**src/rtl/spi_master.sv**
```systemverilog
// spi_master: SPI mode-0 master (CPOL=0, CPHA=0, MSB first) with TX/RX FIFOs.
// Optional SPI_MASTER_BURST_EN keeps cs low across back-to-back bytes.
module spi_master #(
    parameter int CLK_DIV    = 25,
    parameter int FIFO_DEPTH = 4
) (
    input  logic       clk_i,
    input  logic       rst_ni,
    input  logic [7:0] tx_data_i,
    input  logic       tx_wr_en_i,
    output logic       tx_full_o,
    output logic [7:0] rx_data_o,
    input  logic       rx_rd_en_i,
    output logic       rx_empty_o,
    output logic       busy_o,
    output logic       sclk_o,
    output logic       cs_o,
    output logic       mosi_o,
    input  logic       miso_i
);
    localparam int AW = $clog2(FIFO_DEPTH);
    localparam int CW = $clog2(CLK_DIV);

    typedef enum logic [2:0] {
        IDLE, LEAD, HIGH, TRAIL, GAP
    } state_e;

    state_e        state_q, state_d;
    logic [CW-1:0] cnt_q, cnt_d;
    logic [2:0]    bit_cnt_q, bit_cnt_d;
    logic [7:0]    shift_q, shift_d;
    logic          sclk_q, sclk_d;
    logic          cs_q, cs_d;
    logic          mosi_q, mosi_d;
    logic          tick;
    logic          tx_pop, rx_push;

    logic [7:0]    tx_mem_q [FIFO_DEPTH];
    logic [AW:0]   tx_wp_q, tx_rp_q;
    logic          tx_empty, tx_push;
    logic [7:0]    tx_head;

    logic [7:0]    rx_mem_q [FIFO_DEPTH];
    logic [AW:0]   rx_wp_q, rx_rp_q;
    logic          rx_full, rx_pop;
    logic [7:0]    rx_data_q;

    assign tx_empty  = (tx_wp_q == tx_rp_q);
    assign tx_full_o = (tx_wp_q[AW] != tx_rp_q[AW]) &&
                       (tx_wp_q[AW-1:0] == tx_rp_q[AW-1:0]);
    assign tx_push   = tx_wr_en_i && !tx_full_o;
    assign tx_head   = tx_mem_q[tx_rp_q[AW-1:0]];

    assign rx_empty_o = (rx_wp_q == rx_rp_q);
    assign rx_full    = (rx_wp_q[AW] != rx_rp_q[AW]) &&
                        (rx_wp_q[AW-1:0] == rx_rp_q[AW-1:0]);
    assign rx_pop     = rx_rd_en_i && !rx_empty_o;

`ifdef SPI_MASTER_BURST_EN
    logic [AW:0] rx_cnt;
    assign rx_cnt = rx_wp_q - rx_rp_q;
`endif

    assign tick      = (cnt_q == CW'(CLK_DIV - 1));
    assign busy_o    = (state_q != IDLE);
    assign sclk_o    = sclk_q;
    assign cs_o      = cs_q;
    assign mosi_o    = mosi_q;
    assign rx_data_o = rx_data_q;

    // FIFO storage arrays; contents are don't-care until pointers say valid
    always_ff @(posedge clk_i) begin
        if (tx_push)
            tx_mem_q[tx_wp_q[AW-1:0]] <= tx_data_i;
        if (rx_push)
            rx_mem_q[rx_wp_q[AW-1:0]] <= shift_q;
    end

    // FIFO pointers and registered RX read data
    always_ff @(posedge clk_i or negedge rst_ni) begin
        if (!rst_ni) begin
            tx_wp_q   <= '0;
            tx_rp_q   <= '0;
            rx_wp_q   <= '0;
            rx_rp_q   <= '0;
            rx_data_q <= '0;
        end else begin
            if (tx_push)
                tx_wp_q <= tx_wp_q + (AW+1)'(1);
            if (tx_pop)
                tx_rp_q <= tx_rp_q + (AW+1)'(1);
            if (rx_push)
                rx_wp_q <= rx_wp_q + (AW+1)'(1);
            if (rx_pop) begin
                rx_rp_q   <= rx_rp_q + (AW+1)'(1);
                rx_data_q <= rx_mem_q[rx_rp_q[AW-1:0]];
            end
        end
    end

    // FSM, divider and bus output registers
    always_ff @(posedge clk_i or negedge rst_ni) begin
        if (!rst_ni) begin
            state_q   <= IDLE;
            cnt_q     <= '0;
            bit_cnt_q <= '0;
            shift_q   <= '0;
            sclk_q    <= 1'b0;
            cs_q      <= 1'b1;
            mosi_q    <= 1'b0;
        end else begin
            state_q   <= state_d;
            cnt_q     <= cnt_d;
            bit_cnt_q <= bit_cnt_d;
            shift_q   <= shift_d;
            sclk_q    <= sclk_d;
            cs_q      <= cs_d;
            mosi_q    <= mosi_d;
        end
    end

    // Next state: shift_q[7] is always the next bit to drive; miso enters at LSB
    always_comb begin
        state_d   = state_q;
        cnt_d     = '0;
        bit_cnt_d = bit_cnt_q;
        shift_d   = shift_q;
        sclk_d    = sclk_q;
        cs_d      = cs_q;
        mosi_d    = mosi_q;
        tx_pop    = 1'b0;
        rx_push   = 1'b0;
        if (state_q != IDLE && !tick)
            cnt_d = cnt_q + CW'(1);
        unique case (state_q)
            IDLE: begin
                if (!tx_empty && !rx_full) begin
                    tx_pop    = 1'b1;
                    shift_d   = tx_head;
                    mosi_d    = tx_head[7];
                    cs_d      = 1'b0;
                    bit_cnt_d = 3'd7;
                    state_d   = LEAD;
                end
            end
            LEAD: begin
                if (tick) begin
                    sclk_d  = 1'b1;
                    shift_d = {shift_q[6:0], miso_i};
                    state_d = HIGH;
                end
            end
            HIGH: begin
                if (tick) begin
                    sclk_d = 1'b0;
                    if (bit_cnt_q != 3'd0) begin
                        mosi_d    = shift_q[7];
                        bit_cnt_d = bit_cnt_q - 3'd1;
                        state_d   = LEAD;
                    end else begin
                        rx_push = 1'b1;
                        state_d = TRAIL;
`ifdef SPI_MASTER_BURST_EN
                        if (!tx_empty &&
                            rx_cnt < (AW+1)'(FIFO_DEPTH - 1)) begin
                            tx_pop    = 1'b1;
                            shift_d   = tx_head;
                            mosi_d    = tx_head[7];
                            bit_cnt_d = 3'd7;
                            state_d   = LEAD;
                        end
`endif
                    end
                end
            end
            TRAIL: begin
                if (tick) begin
                    cs_d    = 1'b1;
                    mosi_d  = 1'b0;
                    state_d = GAP;
                end
            end
            GAP: begin
                if (tick)
                    state_d = IDLE;
            end
            default: state_d = IDLE;
        endcase
    end
endmodule
```
**config.mk**
```make
export PLATFORM = sky130hd
export DESIGN_NAME = spi_master
export DESIGN_NICKNAME = d
export VERILOG_FILES = /design/src/rtl/spi_master.sv
export SDC_FILE = /design/constraint.sdc
export NUM_CORES = 1
export LEC_CHECK = 0
export CORE_MARGIN = 3
export CORE_UTILIZATION = 40
export CTS_CLUSTER_DIAMETER = 80
export DETAILED_ROUTE_END_ITERATION = 10
export DONT_BUFFER_PORTS = 1
export PLACE_DENSITY = 0.53
export SYNTH_ARGS = -nofsm -noshare
export SYNTH_HDL_FRONTEND = slang
export SYNTH_SLANG_ARGS = --single-unit
export TNS_END_PERCENT = 1
```
**constraint.sdc**
```tcl
create_clock -name clk_i -period 2.45 [get_ports clk_i]
set_input_delay 0.245 -clock clk_i [delete_from_list [all_inputs] [get_ports clk_i]]
set_output_delay 0.245 -clock clk_i [all_outputs]
set_load 0.03 [all_outputs]
```
Word level (Yosys, flattened, before mapping)
Memories as Yosys holds them, arrays and structs flattened. A register that Yosys moved wholly into a read port is not among the register bits.
Cells that the tools add are included.
Storage, ports and cells
  bits in registers: 34
  memory bits (writable): 64
  output and inout bits: 14
  memories: 2
Memories
  rx_mem_q: words 4, width 8, rd ports 1, clocked after memory_dff 1, write ports 1, line 43  | logic [7:0] rx_mem_q [FIFO_DEPTH];
  tx_mem_q: words 4, width 8, rd ports 1, clocked after memory_dff 0, write ports 1, line 38  | logic [7:0] tx_mem_q [FIFO_DEPTH];
Operators by class
  add/subtract/negate cells: 6
  eq/ne operators: 17
  multiplexer cells: 33
  reduce and logical (&&, ||, !) cells: 26
Operator list (count)
  $mux 3: 8
  $mux 8: 2
  $pmux 8 s2: 1
  $mux 1: 15
  $pmux 3 s5: 1
  $add 3x1->3 const B: 4
  $ne 2x2->1 const B: 6
  $reduce_and 5->1: 2
  $reduce_and 3->1: 3
  $reduce_bool 3->1: 3
  $reduce_bool 2->1: 4
  $eq 3x2->1 const B: 2
  $eq 3x3->1: 2
  $logic_and 1x1->1: 6
  $logic_not 1->1: 6
  $pmux 3 s2: 1
  $add 5x1->5 const B: 1
  $eq 5x5->1 const B: 1
  $mux 5: 1
  $eq 2x2->1: 2
  $pmux 1 s2: 2
  $reduce_and 4->1: 1
  $eq 3x1->1 const B: 1
  $eq 3x3->1 const B: 1
  5 further kinds: 6

Depth between registers and ports, before layout
  depth in word-level cells: 6
  mapped depth: 7
  gate-level depth less buffers: 6

Least setup slack after synthesis
OpenSTA, ideal clock, no wires.
  path type: flip-flop to flip-flop
  start point: reg cnt_q[0]
  end point: mem rx_mem_q[3][0], enable pin
  setup time: 339 ps
  arrival: 1509 ps
  data required time: 2111 ps
  slack: 601 ps
  stages on the path, launching flop included: 6
  buffers on the path: 0
  clock period less this slack: 1849 ps
  path through: dfrtp_1 -> inv_1 -> ha_1 -> nand4b_2 -> nor4_4 -> and2_1
On the way
  longest elaborated chain between the ends: 5
RTL lines
  from (decl): line 29  | logic [CW-1:0] cnt_q, cnt_d;
  from (signal assigned): line 113  | cnt_q <= cnt_d;
  $eq 5x5->1: line 64  | assign tick = (cnt_q == CW'(CLK_DIV - 1));
  $mux 1: line 154  | if (tick) begin
  $mux 1: line 135  | unique case (state_q)
  $mux 1: line 75  | if (rx_push)
  $mux 1 (implied by the code): line 76  | rx_mem_q[rx_wp_q[AW-1:0]] <= shift_q;
  to (decl): line 43
Every way passes these cells.

Final worst setup path
  start point: reg cnt_q[0]
  end point: mem rx_mem_q[3][4], enable pin
Same word-level chain as after synthesis.

==> results.sh <==
export IMPL_hp_class="in2reg"
export IMPL_fillCellCount=982
export IMPL_critical_path_arrival_ns=2.09
export IMPL_syn_area_um2=4670
export IMPL_start_util=0.420
export IMPL_track_usage=0.129
export IMPL_clockBufferDepth=2
export IMPL_synth_edf_count=64
export IMPL_period_minus_slack_ns=2.10
export IMPL_holdCritStartpoint="miso_i"
export IMPL_power_switching_w=0.00210
export IMPL_reg2reg_from="cnt_q[0]"
export IMPL_nets=326
export IMPL_rows=38
export IMPL_cp_end_kind="flop"
export IMPL_dr_wl_met2_um=3560
export IMPL_routed_wl_met3_um=190
export IMPL_avgSynthCellArea_um2=16.6
export IMPL_setup_viol=0
export IMPL_clockPowerShare=0.234
export IMPL_fin_crit_sh=0.858
export IMPL_synthesis_nets=308
export IMPL_place_inst=418
export IMPL_highest_layer="met4"
export IMPL_path_cells="inv_1 > ha_1 > nand4b_2 > nor4_4 > and2_1"
export IMPL_layout_commonest_cell="edfxtp_1"
export IMPL_h_tree_depth=3
export IMPL_firstDrtPassIters=4
export IMPL_leakagePower_nw=2.04
export IMPL_diodes=0
export IMPL_hold_viol=0
export IMPL_synthTopCellsByArea="edfxtp_1 (41%), dfrtp_1 (22%), mux4_2 (4.3%), mux4_1 (3.9%), mux2_2 (3.9%)"
export IMPL_synthFlopType="edfxtp_1"
export IMPL_synth_top_cell_area_share=0.412
export IMPL_startpoint_type="flop"
export IMPL_ant_nets=0
export IMPL_gp_congestion=0.696
export IMPL_post_cts_buffers=0
export IMPL_ys_async_sr_fraction=0.396
export IMPL_die_w_um=114
export IMPL_holdPathStages=2
export IMPL_reg2reg_depth=5
export IMPL_finalWorstSetupSlack_ns=0.348
export IMPL_power_density_nw_per_um2=1210
export IMPL_ys_seq_area_frac=0.637
export IMPL_slew_viol_final=0
export IMPL_route_detailed_wl_per_inst_um=16.8
export IMPL_clock_skew_ns=0.00842
export IMPL_area_growth_pct=12.4
export IMPL_path_clk_slew_ns=0.07
export IMPL_cts_root_buf="clkbuf_16"
export IMPL_stdcell_count=444
export IMPL_dp_hpwl_um=5040
export IMPL_ys_warn_count=0
export IMPL_antenna_found_initial=0
export IMPL_drcViolationCount=0
export IMPL_placed_area_um2=4810
export IMPL_p_int_w=0.00425
export IMPL_finalSetupTns_ns=0
export IMPL_grt_overflow=0
export IMPL_ys_types=48
export IMPL_routed_via_count=2318
export IMPL_cts_made_buffers=9
export IMPL_layout_common_cells="edfxtp_1 (64), dfrtp_1 (41), mux2_2 (16), inv_1 (15), ha_1 (14)"
export IMPL_cp_slowest_stage_delay_ns=0.46
export IMPL_cts_resized_gates=0
export IMPL_vias_per_cell=5.22
export IMPL_worstReg2RegEnd="rx_mem_q[3][4]"
export IMPL_synth_largest_area_cell="edfxtp_1"
export IMPL_totalWireLength_um=7460
export IMPL_syn_inst=281
export IMPL_holdPathEnd="shift_q[0]"
export IMPL_ir_drop_mv=0.646
export IMPL_die_area_um2=13000
export IMPL_fmax_ghz=0.476
export IMPL_clock_latency_ns=0.34
export IMPL_die_h_um=114
export IMPL_path_class="reg2reg"
export IMPL_seqPwrFrac=0.463
export IMPL_m1WireLength_um=3570
export IMPL_p_sw_frac=0.331
export IMPL_cpMaxStageDelayCell="and2_1"
export IMPL_cts_tree="yes"
export IMPL_synth_seq_cells=106
export IMPL_final_cell_area_um2=5250
export IMPL_drt_iter0_drc=42
export IMPL_core_um2=11100
export IMPL_grt_first_pass_wirelength_um=12900
export IMPL_grt_max_degree=43
export IMPL_worst_pin_slew_ns=0.646
export IMPL_p_total_w=0.00635
export IMPL_ios=27
export IMPL_pre_cts_ws_ns=0.315
export IMPL_r2r_setup_slack_ns=0.35
export IMPL_drv_cap=0
export IMPL_cts_sinks=106
export IMPL_status="complete, no violations"
export IMPL_io_buffers=0
export IMPL_drive_above_1_share=0.214
export IMPL_rsz0062_at_grt="false"
export IMPL_cp_max_fo=9
export IMPL_grt_pass1_vias=2454
export IMPL_p_comb_frac=0.303
export IMPL_slew_limit_headroom=0.566
export IMPL_required_ns=2.44
## worst max-delay path, delay by kind of cell, from the launching register on
kind,cells,cell delay (ns)
fa+ha+maj,1,0.17
buf+inv,1,0.07
flops,1,0.41
simple gates,3,1.10
## cells by family (layout without fill, tap and decap cells)
logic type                 after synthesis  in the layout  synth area share
and+or+nand+nor                         54             54            0.0689
adders and majority gates               14             14            0.0375
DFF                                    106            106             0.637
muxes                                   42             42             0.150
buffers and inverters                   24             47            0.0279
AOI/OAI and AO/OA                       23             23            0.0357
xor gates and xnor gates                18             18            0.0426
## through the flow
stage,util,hold WS (ns)
3_5_place_dp,0.433,-0.0493
4_1_cts,0.472,0.116
6_report,0.472,0.120
3_3_place_gp,0.433,-0.0493
5_1_grt,0.472,0.113
2_1_floorplan,-,-0.0506
## worst max-delay path by stage
stage               cells after the start  slack [ns]     start        endpoint
floorplan                               5        0.60  cnt_q[0]  rx_mem_q[3][0]
global placement                        5        0.39  cnt_q[0]  rx_mem_q[1][2]
detailed placement                      5        0.31  cnt_q[0]  rx_mem_q[3][2]
CTS                                     5        0.30  cnt_q[0]  rx_mem_q[3][4]
global route                            5        0.15  cnt_q[0]  rx_mem_q[3][4]
finish                                  5        0.35  cnt_q[0]  rx_mem_q[3][4]
## cell usage after synthesis, types with 2 or more instances
| cell | number |
|---|---|
| mux2_2 | 16 |
| mux4_2 | 9 |
| nand3_1 | 4 |
| xnor2_1 | 7 |
| nand2_1 | 8 |
| nand2b_1 | 2 |
| o21ai_0 | 7 |
| buf_6 | 5 |
| ha_1 | 14 |
| a21oi_1 | 4 |
| and3_1 | 3 |
| mux2_4 | 7 |
| mux2i_1 | 3 |
| inv_1 | 15 |
| xor2_1 | 7 |
| xnor2_2 | 3 |
| clkbuf_1 | 2 |
| edfxtp_1 | 64 |
| nor2_1 | 12 |
| nor3_1 | 2 |
| buf_2 | 2 |
| mux4_1 | 7 |
| a221oi_1 | 2 |
| and2_1 | 10 |
| nand4_1 | 3 |
| dfrtp_1 | 41 |
## timing repair
| action | in CTS | in global routing |
|---|---|---|
| hold buffers | 10 | 0 |
| setup endpoints to repair | 0 | 0 |
| endpoints found under the hold margin | 74 | 0 |
## flip-flops by register name, indices dropped and copies added, names as in the netlist
| register | flops |
|---|---|
| bit_cnt_q | 3 |
| cnt_q | 5 |
| cs_o | 1 |
| mosi_o | 1 |
| rx_data_o | 8 |
| rx_mem_q | 32 |
| rx_rp_q | 3 |
| rx_wp_q | 3 |
| sclk_o | 1 |
| shift_q | 8 |
| state_q | 3 |
| tx_mem_q | 32 |
| tx_rp_q | 3 |
| tx_wp_q | 3 |
## routing by layer
metal  global-route usage  vias to the layer above
li1                     -                     1093
met1                0.171                     1183
met2                0.205                       32
met3               0.0324                       10
met4               0.0499                        0
met5                    0                        -
## power by group through the flow
stage	logic, W	clock network, W	registers, W
6_report	0.00193	0.00149	0.00294
4_1_cts	0.00197	0.00154	0.00295
3_5_place_dp	0.00191	0	0.00299
3_3_place_gp	0.00189	0	0.00297
2_1_floorplan	0.00167	0	0.00284
5_1_grt	0.00216	0.00162	0.00302
## area by class of cell
cell class / instances / area, um^2 / share of cell area
clock buffer: 12 / 258 / 0.0491
inverter: 15 / 56.3 / 0.0107
sequential: 106 / 2970 / 0.567
timing repair buffer: 16 / 163 / 0.0310
multi-input combinational: 151 / 1560 / 0.298
tap: 140 / 175 / 0.0334
clock inverter: 4 / 56.3 / 0.0107
No activity file was read; power rests on OpenSTA's default activity.
